==> config.mk <==
export PLATFORM = sky130hd
export DESIGN_NAME = flog_post_flat
export DESIGN_NICKNAME = d
export VERILOG_FILES = /design/src/rtl/flog_post_pkg.sv /design/src/rtl/flog_post_if.sv /design/src/rtl/flog_post.sv /design/src/flat_wrapper.sv
export SDC_FILE = /design/constraint.sdc
export NUM_CORES = 1
export LEC_CHECK = 0
export CAP_MARGIN = 20
export CORE_MARGIN = 2
export CORE_UTILIZATION = 43
export DETAILED_ROUTE_END_ITERATION = 8
export GPL_TIMING_DRIVEN = 0
export PLACE_DENSITY = 0.7
export REMOVE_ABC_BUFFERS = 1
export SLEW_MARGIN = 20
export SYNTH_ARGS = -nofsm -noshare
export SYNTH_HDL_FRONTEND = slang
export SYNTH_SLANG_ARGS = --single-unit
export TNS_END_PERCENT = 5
==> constraint.sdc <==
create_clock -name clk -period 4.91 [get_ports clk]
set_input_delay 0.491 -clock clk [delete_from_list [all_inputs] [get_ports clk]]
set_output_delay 0.491 -clock clk [all_outputs]
set_load 0.03 [all_outputs]
==> src/rtl/flog_post_pkg.sv <==
// Shared constants and types for the bfloat16 log post-processing stage.
package flog_post_pkg;

    localparam int OUT_WIDTH_PHILO = 16;
    localparam int BF16_EXP_W      = 8;
    localparam int BF16_BIAS       = 127;

    // ln(2) in Q0.16
    localparam logic [15:0] LN2_Q16 = 16'hB172;

    typedef enum logic [1:0] {
        IDLE = 2'd0,
        MULT = 2'd1,
        NORM = 2'd2,
        DONE = 2'd3
    } ss_post_t;

endpackage

==> src/rtl/flog_post_if.sv <==
// Handshake and data bundle between the log2(mantissa) stage and flog_post.
interface flog_post_if
    import flog_post_pkg::*;
#(
    parameter int FRAC_W = OUT_WIDTH_PHILO,
    parameter int EXP_W  = BF16_EXP_W
) ();

    logic              valid_i;
    logic              ready_o;
    logic [EXP_W-1:0]  exp_i;
    logic [FRAC_W-1:0] frac_i;
    logic              special_i;
    logic [15:0]       special_val_i;
    logic              valid_o;
    logic [15:0]       result_o;

    // Upstream side: presents operands, observes result
    modport master (
        output valid_i, exp_i, frac_i, special_i, special_val_i,
        input  ready_o, valid_o, result_o
    );

    // flog_post side
    modport slave (
        input  valid_i, exp_i, frac_i, special_i, special_val_i,
        output ready_o, valid_o, result_o
    );

endinterface

==> src/rtl/flog_post.sv <==
// Final bfloat16 ln(x) stage: combines exponent and log2 fraction into
// fixed-point log2(x), scales by ln2, normalises by iterative left shift
// and packs a truncated bfloat16 result. Special cases bypass the datapath.
module flog_post
    import flog_post_pkg::*;
#(
    parameter int FRAC_W = OUT_WIDTH_PHILO,
    parameter int EXP_W  = BF16_EXP_W,
    parameter int LN2_W  = 16
) (
    input  logic        clk,
    input  logic        rst,
    flog_post_if.slave  bus
);

    localparam int MAG_W = EXP_W + FRAC_W;
    localparam int PW    = MAG_W + LN2_W;
    localparam int SH_W  = $clog2(PW) + 1;

    // Exponent of a product whose MSB already sits at PW-1
    localparam logic [EXP_W-1:0] EXP_TOP = EXP_W'(BF16_BIAS + EXP_W - 1);

    ss_post_t          state_q, state_d;
    logic              sign_q, sign_d;
    logic [MAG_W-1:0]  mag_q, mag_d;
    logic              special_q, special_d;
    logic [15:0]       sval_q, sval_d;
    logic [PW-1:0]     p_q, p_d;
    logic [SH_W-1:0]   sh_q, sh_d;
    logic [15:0]       result_q, result_d;

    logic signed [EXP_W:0]   e_unb;
    logic [EXP_W+FRAC_W:0]   l_raw;

    // State and datapath registers; reset aborts any operation in flight
    always_ff @(posedge clk or negedge rst) begin
        if (!rst) begin
            state_q   <= IDLE;
            sign_q    <= 1'b0;
            mag_q     <= '0;
            special_q <= 1'b0;
            sval_q    <= '0;
            p_q       <= '0;
            sh_q      <= '0;
            result_q  <= '0;
        end else begin
            state_q   <= state_d;
            sign_q    <= sign_d;
            mag_q     <= mag_d;
            special_q <= special_d;
            sval_q    <= sval_d;
            p_q       <= p_d;
            sh_q      <= sh_d;
            result_q  <= result_d;
        end
    end

    // Next-state, datapath updates and handshake outputs
    always_comb begin
        state_d   = state_q;
        sign_d    = sign_q;
        mag_d     = mag_q;
        special_d = special_q;
        sval_d    = sval_q;
        p_d       = p_q;
        sh_d      = sh_q;
        result_d  = result_q;

        // Signed fixed-point log2(x); magnitude fits MAG_W since |exp-127| <= 127
        e_unb = $signed({1'b0, bus.exp_i}) - $signed((EXP_W + 1)'(BF16_BIAS));
        l_raw = {e_unb, bus.frac_i};

        bus.ready_o  = (state_q == IDLE);
        bus.valid_o  = (state_q == DONE);
        bus.result_o = result_q;

        case (state_q)
            IDLE: begin
                if (bus.valid_i) begin
                    sign_d    = l_raw[EXP_W+FRAC_W];
                    mag_d     = l_raw[EXP_W+FRAC_W] ? (~l_raw[MAG_W-1:0] + 1'b1)
                                                    : l_raw[MAG_W-1:0];
                    special_d = bus.special_i;
                    sval_d    = bus.special_val_i;
                    state_d   = MULT;
                end
            end
            MULT: begin
                p_d  = {{LN2_W{1'b0}}, mag_q} * {{MAG_W{1'b0}}, LN2_Q16};
                sh_d = '0;
                if (special_q) begin
                    result_d = sval_q;
                    state_d  = DONE;
                end else if (mag_q == '0) begin
                    result_d = 16'h0000;
                    state_d  = DONE;
                end else begin
                    state_d  = NORM;
                end
            end
            NORM: begin
                if (!p_q[PW-1]) begin
                    p_d  = p_q << 1;
                    sh_d = sh_q + 1'b1;
                end else begin
                    result_d = {sign_q, EXP_TOP - EXP_W'(sh_q), p_q[PW-2 -: 7]};
                    state_d  = DONE;
                end
            end
            DONE: begin
                state_d = IDLE;
            end
            default: begin
                state_d = IDLE;
            end
        endcase
    end

endmodule
==> src/flat_wrapper.sv <==
// flat-port wrapper written by rule: the top's interface ports become plain ports
module flog_post_flat import flog_post_pkg::*;
#(
    parameter int FRAC_W = OUT_WIDTH_PHILO,
    parameter int EXP_W  = BF16_EXP_W,
    parameter int LN2_W  = 16
)
  (clk, rst, bus_valid_i, bus_exp_i, bus_frac_i, bus_special_i, bus_special_val_i, bus_ready_o, bus_valid_o, bus_result_o);
  flog_post_if #(.FRAC_W(FRAC_W), .EXP_W(EXP_W)) bus_i ();
  input  logic clk;
  input  logic rst;
  input wire logic [$bits(bus_i.valid_i)-1:0] bus_valid_i;
  input wire logic [$bits(bus_i.exp_i)-1:0] bus_exp_i;
  input wire logic [$bits(bus_i.frac_i)-1:0] bus_frac_i;
  input wire logic [$bits(bus_i.special_i)-1:0] bus_special_i;
  input wire logic [$bits(bus_i.special_val_i)-1:0] bus_special_val_i;
  output wire logic [$bits(bus_i.ready_o)-1:0] bus_ready_o;
  output wire logic [$bits(bus_i.valid_o)-1:0] bus_valid_o;
  output wire logic [$bits(bus_i.result_o)-1:0] bus_result_o;
  assign bus_i.valid_i = bus_valid_i;
  assign bus_i.exp_i = bus_exp_i;
  assign bus_i.frac_i = bus_frac_i;
  assign bus_i.special_i = bus_special_i;
  assign bus_i.special_val_i = bus_special_val_i;
  assign bus_ready_o = bus_i.ready_o;
  assign bus_valid_o = bus_i.valid_o;
  assign bus_result_o = bus_i.result_o;
  flog_post #(.FRAC_W(FRAC_W), .EXP_W(EXP_W), .LN2_W(LN2_W)) u_core (.clk(clk), .rst(rst), .bus(bus_i));
endmodule
==> flow_metrics.tcl <==
set metrics [dict create \
    outcome "finished with violations" \
    violations "setup timing" \
    clk_path_buf_depth 2 \
    grt_max_degree 68 \
    io_buffers 61 \
    worst-path-stages 17 \
    ys_ff_latch 106 \
    slowest_stage "fa_1" \
    grt_busiest_layer "met2" \
    synthesis.instances 1141 \
    fin_setup_tns_ns -1.635 \
    start_util_pct 43.67 \
    synth_warnings 0 \
    drt_iter0_drc 547 \
    post-route-min-period_ns 5.244 \
    cts_buffers 9 \
    slew_headroom_pct 26.20 \
    die_h_um 166.5 \
    required_ns 5.13 \
    antenna_found_initial 0 \
    worstPathCellList "clkinvlp_4 -> fa_1 -> fa_1 -> inv_1 -> ha_1 -> fa_1 -> fa_1 -> ha_4 -> ha_4 -> nand4_1 -> nor2_2 -> o21ai_2 -> a2111oi_2 -> buf_4 -> a21oi_4 -> xnor2_2 -> a32oi_1" \
    hold_path.class "in2async" \
    rsz0062_at_grt "true" \
    synth_commonest_cells "ha_1 (174), fa_1 (122), inv_1 (120)" \
    max_freq_ghz 0.1907 \
    gr-total-overflow 0 \
    final_core_util_pct 53.57 \
    clock_sink_count 106 \
    crit_buf_inv 3 \
    syn-cell-area_um2 11350 \
    dp_hpwl_um 19370 \
    startpoint_type "register" \
    grtUsageTotal_pct 20.34 \
    ff2ff_setup_slack_ns -0.33 \
    cpPeakStageDelay_ns 0.60 \
    grt_pass1_wl_um 45990 \
    hold_slack_ns 0.04442 \
    cts_tree "yes" \
    drc 0 \
    routed_wl_um 27720 \
    cts_max_level 3 \
    worst_path_most_repeated_cell "fa_1" \
    cp_top_family "adder cells" \
    yosys-top-cells-area "dfrtp_1 (23%), fa_1 (22%), ha_1 (19%), inv_1 (4.0%), nand2_1 (3.4%)" \
    yosys.area.top_type "dfrtp_1" \
    setup_viol 12 \
    die_w_um 166.5 \
    setup.worst_path.end_class "register" \
    diodes 0 \
    vias 8610 \
    clock-root-buffer "clkbuf_16" \
    clkSlewWorstSetupHoldPaths_ns 0.09 \
    path_class "reg2reg" \
    reg2reg_to "u_core.p_q[39]" \
    synth_edf_count 0 \
    synth_cell_types 57 \
    vias_per_cell 5.481 \
    core_area_um2 25980 \
    area_growth_syn_to_layout_pct 22.66 \
    clkLatencyLatePin_ns 0.38 \
    tightest_slew_ns 1.103 \
    yosys.area.top_type_share_pct 23.37 \
    final_nets 1571 \
    die_area_um2 27710 \
    cp-startpoint "u_core.mag_q[11]" \
    syn_area_per_cell_um2 9.946 \
    grt_pass1_vias 8941 \
    use_met2_pct 35.21 \
    use_met3_pct 2.400 \
    ios 62 \
    max_cap_viol_count 0 \
    async_flop_share_pct 100.0 \
    first_pass_iters 5 \
    ant_nets 0 \
    timing.final.ws_setup_ns -0.3337 \
    crit_path_end "u_core.p_q[39]" \
    grtUsageMet1_pct 26.61 \
    timing.rr.start "u_core.mag_q[11]" \
    hold_viol_final 0 \
    r2r_cells 17 \
    pre_cts_slack_ns -1.372 \
    critPathArrivalTime_ns 5.47 \
    period_share_pct 106.8 \
    slew_violations 0 \
    yosysMostFrequentCell "ha_1" \
    row_count 59 \
    wl_per_cell_um 17.64 \
    drive_above_1_share_pct 18.61 \
    synth_flop_cell "dfrtp_1" \
    synth-seq-area-share_pct 23.37 \
    place.gp.congestion 0.8617 \
    skew_ns 0.01344 \
    cp_max_fo 8 \
]
worst register-to-register path: stages, from the launching register on:
cell	delay [ns]
dfrtp_2	0.40
clkinvlp_4	0.18
fa_1	0.54
fa_1	0.52
inv_1	0.05
ha_1	0.31
fa_1	0.41
fa_1	0.60
ha_4	0.23
ha_4	0.32
nand4_1	0.22
nor2_2	0.23
o21ai_2	0.12
a2111oi_2	0.36
buf_4	0.20
a21oi_4	0.06
xnor2_2	0.21
a32oi_1	0.13
cell usage in the layout (no fill, tap or decap), types with 16 or more instances in the layout:
cell type        count
xnor2_1             27
a21oi_1             58
nor2_1              51
ha_4                38
nand3_1             16
fa_1               113
ha_1               133
dfrtp_1             85
clkdlybuf4s50_1     60
inv_1              103
nand2_1            100
o21ai_0             62
buf_4               48
xor2_1              30
mux2_2              17
dfrtp_2             21
kinds of logic after synthesis:
group / Yosys count / share of synthesized area, %
AO/OA/AOI/OAI: 258 / 13.91
adder cells (fa/ha/maj): 296 / 40.71
AND/OR/NAND/NOR: 234 / 9.382
flip-flops: 106 / 23.37
multiplexers: 30 / 2.845
buffers and inverters: 158 / 5.226
XOR/XNOR: 59 / 4.553
stage by stage:
step / instance area (um^2) / std cells
finish: 13920 / 1571
global route: 13920 / 1571
CTS: 13810 / 1569
detailed placement: 12290 / 1502
global placement: 12240 / 1499
floorplan: 11210 / 1103
registers in the layout, indices dropped and copies added (netlist names):
signal and cells:
u_core.sh_q 7, u_core.p_q 39, u_core.sign_q 1, u_core.state_q 2
u_core.special_q 1, u_core.bus.result_o 16, u_core.mag_q 24, u_core.sval_q 16
layout make-up:
type                       instances  area [um^2]
fill                            2211        12070
multi-input combinational        877         8881
sequential                       106         2679
timing repair buffer             117         1126
inverter                         120        500.5
tap                              335        419.2
clock buffer                       9        225.2
clock inverter                     7        88.84
per-layer routing:
layer  share of wire [%]  vias to the layer above
li1                    -                     4117
met1                  45                     4229
met2                  49                      211
met3                 3.7                       53
met4                 2.6                        0
met5                   0                        -
how the worst min path moves through the flow:
| stage | start | endpoint |
|---|---|---|
| after global placement | u_core.bus.result_o[7] | u_core.bus.result_o[7] |
| final | rst | u_core.p_q[12] |
| after global routing | rst | u_core.p_q[12] |
| after floorplan | rst | u_core.bus.result_o[0] |
| after CTS | rst | u_core.p_q[13] |
| after detailed placement | rst | u_core.p_q[12] |
timing repair:
item,CTS,global route
resized for setup,151,20
setup buffers,51,1
pin swaps,71,9
hold buffers,0,0
setup endpoints to repair,25,25
Power is left out: the tool's default activity adds up to more than one toggle a clock period on the data nets, which glitch-free logic cannot reach.
